File: config.mk
export PLATFORM = sky130hd
export DESIGN_NAME = multicycle_control_fsm
export DESIGN_NICKNAME = d
export VERILOG_FILES = /design/src/rtl/multicycle_control_fsm.sv
export SDC_FILE = /design/constraint.sdc
export NUM_CORES = 1
export LEC_CHECK = 0
export ABC_AREA = 0
export CAP_MARGIN = 15
export CORE_UTILIZATION = 34
export CTS_BUF_LIST = sky130_fd_sc_hd__clkbuf_2 sky130_fd_sc_hd__clkbuf_4 sky130_fd_sc_hd__clkbuf_8
export DETAILED_ROUTE_END_ITERATION = 6
export MAX_ROUTING_LAYER = met4
export PLACE_DENSITY = 0.93
export SLEW_MARGIN = 10
export SYNTH_ARGS = -nofsm -noshare
export SYNTH_HDL_FRONTEND = slang
export SYNTH_SLANG_ARGS = --single-unit
File: constraint.sdc
create_clock -name clk -period 1.7 [get_ports clk]
set_input_delay 0.34 -clock clk [delete_from_list [all_inputs] [get_ports clk]]
set_output_delay 0.34 -clock clk [all_outputs]
set_load 0.02 [all_outputs]
File: src/rtl/multicycle_control_fsm.sv
// Main control FSM for the multicycle datapath: sequences fetch/decode/execute/mem/writeback
// and drives datapath enables, memory strobes and the ALUop/FuncCode pair.
module multicycle_control_fsm (
  input  logic       clk,
  input  logic       reset,
  input  logic [3:0] Opcode,
  input  logic [3:0] InstrFunc,
  input  logic       MemReady,
  output logic [3:0] ALUop,
  output logic [3:0] FuncCode,
  output logic       ALUSrcA,
  output logic [1:0] ALUSrcB,
  output logic [1:0] PCSrc,
  output logic       IorD,
  output logic       MemRead,
  output logic       MemWrite,
  output logic       IRWrite,
  output logic       PCWrite,
  output logic       PCWriteCond,
  output logic       RegWrite,
  output logic       MemToReg,
  output logic       RegDst,
  output logic       IllegalOp,
  output logic       Halted
);

  localparam logic [3:0] OP_RTYPE = 4'b0000;
  localparam logic [3:0] OP_LOAD  = 4'b0001;
  localparam logic [3:0] OP_STORE = 4'b0010;
  localparam logic [3:0] OP_BEQ   = 4'b0011;
  localparam logic [3:0] OP_JUMP  = 4'b0100;
  localparam logic [3:0] OP_HALT  = 4'b1111;
  localparam logic [3:0] SUB_CODE = 4'b0001;
  localparam logic [3:0] ALU_ADD  = 4'b0000;
  localparam logic [3:0] ALU_PASS = 4'b1111;

  typedef enum logic [2:0] {
    IDLE, FETCH, DECODE, EXEC, MEM, WB, HALT
  } state_t;

  state_t state, state_next;

  always_ff @(posedge clk or posedge reset) begin
    if (reset) state <= IDLE;
    else       state <= state_next;
  end

  always_comb begin
    state_next  = state;
    ALUop       = ALU_ADD;
    FuncCode    = 4'b0000;
    ALUSrcA     = 1'b0;
    ALUSrcB     = 2'b00;
    PCSrc       = 2'b00;
    IorD        = 1'b0;
    MemRead     = 1'b0;
    MemWrite    = 1'b0;
    IRWrite     = 1'b0;
    PCWrite     = 1'b0;
    PCWriteCond = 1'b0;
    RegWrite    = 1'b0;
    MemToReg    = 1'b0;
    RegDst      = 1'b0;
    IllegalOp   = 1'b0;
    Halted      = 1'b0;

    case (state)
      IDLE: state_next = FETCH;

      FETCH: begin
        MemRead = 1'b1;
        ALUSrcB = 2'b01;
        if (MemReady) begin
          IRWrite    = 1'b1;
          PCWrite    = 1'b1;
          state_next = DECODE;
        end
      end

      // ALU precomputes the branch target while the opcode is decoded
      DECODE: begin
        ALUSrcB = 2'b10;
        case (Opcode)
          OP_JUMP: begin
            PCWrite    = 1'b1;
            PCSrc      = 2'b10;
            state_next = FETCH;
          end
          OP_HALT:                             state_next = HALT;
          OP_RTYPE, OP_LOAD, OP_STORE, OP_BEQ: state_next = EXEC;
          default: begin
            IllegalOp  = 1'b1;
            state_next = FETCH;
          end
        endcase
      end

      EXEC: begin
        ALUSrcA    = 1'b1;
        state_next = FETCH;
        case (Opcode)
          OP_RTYPE: begin
            ALUop      = ALU_PASS;
            FuncCode   = InstrFunc;
            state_next = WB;
          end
          OP_LOAD, OP_STORE: begin
            ALUSrcB    = 2'b10;
            state_next = MEM;
          end
          OP_BEQ: begin
            ALUop       = ALU_PASS;
            FuncCode    = SUB_CODE;
            PCWriteCond = 1'b1;
            PCSrc       = 2'b01;
          end
          default: ALUSrcA = 1'b0;
        endcase
      end

      MEM: begin
        IorD     = 1'b1;
        MemRead  = (Opcode == OP_LOAD);
        MemWrite = (Opcode == OP_STORE);
        if (MemReady || !(MemRead || MemWrite))
          state_next = (Opcode == OP_LOAD) ? WB : FETCH;
      end

      WB: begin
        RegWrite   = 1'b1;
        RegDst     = (Opcode == OP_RTYPE);
        MemToReg   = (Opcode == OP_LOAD);
        state_next = FETCH;
      end

      HALT: Halted = 1'b1;

      default: state_next = IDLE;
    endcase
  end

endmodule

* Word-level counts from Yosys, hierarchy flattened
Cells that the tools add are included.
Word-level totals: logic and storage cells 58, memory bits (read-only) 0, bits in latches 0, memory bits (writable) 0, output and inout bits 24, memories 0, input port bits 11, bits in registers 3
Operators by class: reduce and logical (&&, ||, !) cells 11, multiplexer cells 32, bitwise operators 1, equal/unequal tests 13, multiply operators 0, add/subtract/negate cells 0, divide/modulo/power cells 0, magnitude comparators 0, shift-type cells 0
Operators with widths (count):
- 3-bit case mux with 6 select lines | 1
- 1-bit two-way mux | 16
- 4-bit two-way mux | 3
- 3-bit case mux with 2 select lines | 2
- 3-bit equality test (second input constant) | 3
- 3-bit two-way mux | 3
- 4-bit by 2-bit equality test with 1-bit output (second input constant) | 2
- 4-bit case mux with 2 select lines | 1
- 3-bit by 2-bit equality test with 1-bit output (second input constant) | 2
- 2-bit case mux with 3 select lines | 1
- 2-bit OR reduction | 3
- 6-bit OR reduction | 1
- 4-bit by 1-bit equality test with 1-bit output (second input constant) | 1
- 4-bit by 3-bit equality test with 1-bit output (second input constant) | 1
- 4-bit equality test (second input constant) | 1
- 4-bit zero test | 1
- 2-bit two-way mux | 2
- 2-bit != test (second input constant) | 2
- 1-bit case mux with 2 select lines | 2
- 2-bit case mux with 2 select lines | 1
- 4-bit OR reduction | 1
- 3-bit by 1-bit equality test with 1-bit output (second input constant) | 1
- 3-bit zero test | 1
- 3-bit AND reduction | 1
- 3 further kinds | 4

* Logic depth before layout (Yosys ltp)
depth after elaboration 6, depth in mapped cells 5, mapped depth without buffers 4

* Worst setup path after synthesis
No wires, ideal clock.
path type reg2out, start point register state[1], end point output port ALUop[1], data required time 1.360 ns, cell stages (with the launch flop) 6, path buffers 2, arrival 1.441 ns, path slack -0.081 ns, cells stage by stage dfrtp_1 > buf_2 > nor2b_1 > nand3_1 > nor2_1 > buf_4
Between the ends: word-level cells in the longest chain between the ends 2
RTL lines:
- start: declaration | line 41 | state_t state, state_next;
- start signal: assignment | line 45 | else state <= state_next;
- 3-bit by 2-bit equality test with 1-bit output | line 67 | case (state)
- 4-bit two-way mux | line 67
- end: declaration | line 9 | output logic [3:0] ALUop,
Every way passes these cells.

* Worst setup path in the final report
start point register state[2], end point output port IllegalOp
Between the ends: word-level cells in the longest chain between the ends 2
RTL lines:
- 3-bit by 2-bit equality test with 1-bit output | line 67
- 1-bit two-way mux | line 67
- end: declaration | line 23 | output logic IllegalOp,
Every way passes these cells.

==> results by group <==
Timing
  – Setup TNS: -1.87 ns
  – Hold WS: 0.313 ns
  – Fin crit period: 1.90 ns
  – Slew margin rel.: 78.6%
  – # setup viols final: 20
  – Fin worst setup slack: -0.199 ns
  – Final Hold Viols: 0
  – Worst Skew: 0.00787 ns
  – Max Fclk: 0.527 GHz
  – Max Slew Vio Count: 0
  – Final worst path period share: 112%
  – Slew @ Worst Pin: 0.318 ns
  – RSZ-0062 raised after global routing: true

Run status
  – Status: complete, but fails checks
  – Failing checks: setup timing

Setup path
  – Critical path launch point: state[2]
  – Reg-to-reg startpoint: state[0]
  – Critical path arrival: 1.56 ns
  – Type of the worst setup path: register to output port
  – Required time worst endpoint: 1.36 ns
  – Worst setup SP type: register
  – Crit path max fanout: 3
  – Crit end category: output port

Power and ir drop
  – Tot Pwr: 1.10 mW
  – Leak pwr: 0.573 nW
  – Internal: 0.636 mW
  – Gate power share: 73.3%
  – Pwr/cell area: 916 nW/µm²
  – NetSw: 0.463 mW
  – Sequential share of power: 12.3%
  – Net Sw Frac: 42.1%
  – Clock power frac: 14.4%
  – Peak supply drop: 740 µV

Final layout
  – Regs by FF count: state x3
  – Max FFs per register: 3
  – Layout area overhead: 156%
  – # diodes: 0
  – Post-route non-filler standard cell count: 140
  – Post-layout net count: 137
  – Share of cells above drive strength 1: 69.6%
  – Largest Register: state

Flow run
  – Max-cap violations: 0

Clock tree
  – CTS sink count: 3
  – CTS tree: yes
  – Worst-skew pair later-pin latency: 0.25 ns
  – Clock slew at reported path FFs: 0.05 ns
  – CTS Buf Count: 3
  – Clock Tree Buf Depth: 2
  – Root Buffer: clkbuf_4
  – Htree depth: 1

GRT
  – Total congestion overflow: 0
  – Largest net degree at the start of global routing: 9
  – Gr usage total: 30.0%
  – Global-route wire length before repair: 3.01 mm
  – Initial antenna violation count: 0
  – Vias in the first global route: 688

Route
  – Detail Route Antenna Nets: 0
  – DR iter-0 viols: 24
  – DRT Pass-1 Iters: 4
  – Vias per cell: 5.78
  – DR vias: 809
  – DR DRC count: 0
  – WL/cell: 20.5 µm
  – WL final: 2.88 mm

Floorplanning
  – # rows: 13
  – Die span in x: 39.1 µm
  – I/O pins: 35
  – Initial Util: 36.4%
  – Vert. Die Dim: 39.1 µm
  – Die area: 1530 µm²
  – Core Region: 1280 µm²

Yosys
  – Sequential fraction of the synthesis area: 16.0%
  – Yosys Warn Count: 0
  – Post-synthesis average cell area: 7.43 µm²
  – Cell Area, Synth: 468 µm²
  – Post-Synthesis Cells: 63
  – Syn Nets: 74
  – Library cells used by synthesis: 35
  – FF+latch count, synth: 3

Place
  – DP Wirelength: 1.32 mm
  – Post-place setup slack: -0.770 ns
  – Placed Cells: 127
  – Port Buffers: 34
  – Gpl congestion: 0.841

Worst hold path
  – Hold Crit Class: primary input to async pin
==> cell families after synthesis <==
group / after synthesis / synth area share [%]
AOI/OAI and AO/OA: 10 / 15.8
DFF: 3 / 16.0
and+or+nand+nor: 36 / 50.0
xor gates and xnor gates: 2 / 3.74
buffers and inverters: 12 / 14.4
==> path summary, 6_finish.rpt <==
check / endpoint / slack [ns] / depth (start not counted)
max: IllegalOp / -0.20 / 5
min: state[0] / 0.31 / 2
max reg2reg: state[0] / 0.14 / 5
min reg2reg: state[0] / 0.66 / 2
max in group asynchronous: state[2] / 1.20 / 2
min in group clk: state[0] / 0.66 / 2
==> cells in the final DEF (no fill, tap or decap), types with 2 or more instances in the layout <==
master and count:
clkdlybuf4s15_2 2, dfrtp_2 3, buf_2 2, buf_4 27, buf_6 24, or2_4 3
inv_1 4, and2_4 2, nand2_1 4, nor2_1 2, a21oi_1 2, clkbuf_4 4
and3_1 2, clkbuf_2 2, clkdlybuf4s50_1 6, nor2_4 3, nor3b_4 2, and4b_1 2
==> synth_stat cells <==
cell	n	area [µm²]
o21bai_1	1	7.51
nor4b_1	1	8.76
a22oi_1	1	7.51
a21o_1	1	7.51
o221ai_1	1	8.76
and4b_1	2	20.0
nor3b_2	1	12.5
nor2_1	6	22.5
nor3b_4	1	18.8
xor2_1	1	8.76
dfrtp_1	3	75.1
and3_1	3	18.8
nand4_1	1	6.26
buf_2	3	15.0
or2b_1	1	7.51
nor2b_1	1	6.26
buf_4	3	22.5
or2_2	3	18.8
nor4_1	2	12.5
xnor2_1	1	8.76
buf_6	1	11.3
and2_4	1	8.76
a2111oi_1	1	10.0
nand2b_1	2	12.5
nor3_1	2	10.0
nand3b_1	1	7.51
and4_1	1	8.76
o32ai_1	1	8.76
nor3b_1	1	7.51
o31a_1	1	8.76
and2_1	1	6.26
nand3_1	1	5.00
nand2_1	4	15.0
inv_1	5	18.8
a21oi_1	3	15.0
==> stage by stage <==
stage / utilization [%] / cell area (µm²)
global placement: 74.1 / 952
finish: 93.3 / 1200
global route: 93.3 / 1200
floorplan: - / 477
detailed placement: 74.1 / 952
CTS: 85.1 / 1090
==> critical path, stage by stage (launching register included) <==
cell,delay [ns]
dfrtp_2,0.44
buf_6,0.14
buf_6,0.11
nand2b_4,0.15
nor4_4,0.28
buf_4,0.18
==> what timing repair did <==
item	in CTS	in global routing
gates resized for setup	149	30
endpoints found under the setup margin	25	24
pin swaps	7	10
hold buffers	0	0
setup buffers	6	4
==> per-layer routing <==
metal / part of all wire [%] / vias to the layer above / track usage, %
met3: 6.0 / 14 / 8.09
met5: 0 / - / -
met1: 39 / 394 / 32.1
met2: 52 / 53 / 52.1
met4: 3.6 / 0 / 12.1
li1: - / 348 / -
==> final cells by class <==
| cell class | count | area, µm² |
|---|---|---|
| Clock buffer | 4 | 30.0 |
| Fill cell | 45 | 86.3 |
| Inverter | 5 | 18.8 |
| Multi-Input combinational cell | 48 | 448 |
| Sequential cell | 3 | 78.8 |
| Tap cell | 15 | 18.8 |
| Timing Repair Buffer | 65 | 604 |
==> power by group through the flow <==
| stage | logic (mW) | clock network (mW) | registers (mW) |
|---|---|---|---|
| floorplan | 0.324 | 0 | 0.103 |
| global placement | 0.566 | 0 | 0.115 |
| detailed placement | 0.581 | 0 | 0.116 |
| CTS | 0.685 | 0.143 | 0.119 |
| global route | 0.835 | 0.165 | 0.134 |
| finish | 0.805 | 0.158 | 0.135 |
(Power assumes the default switching activity.)
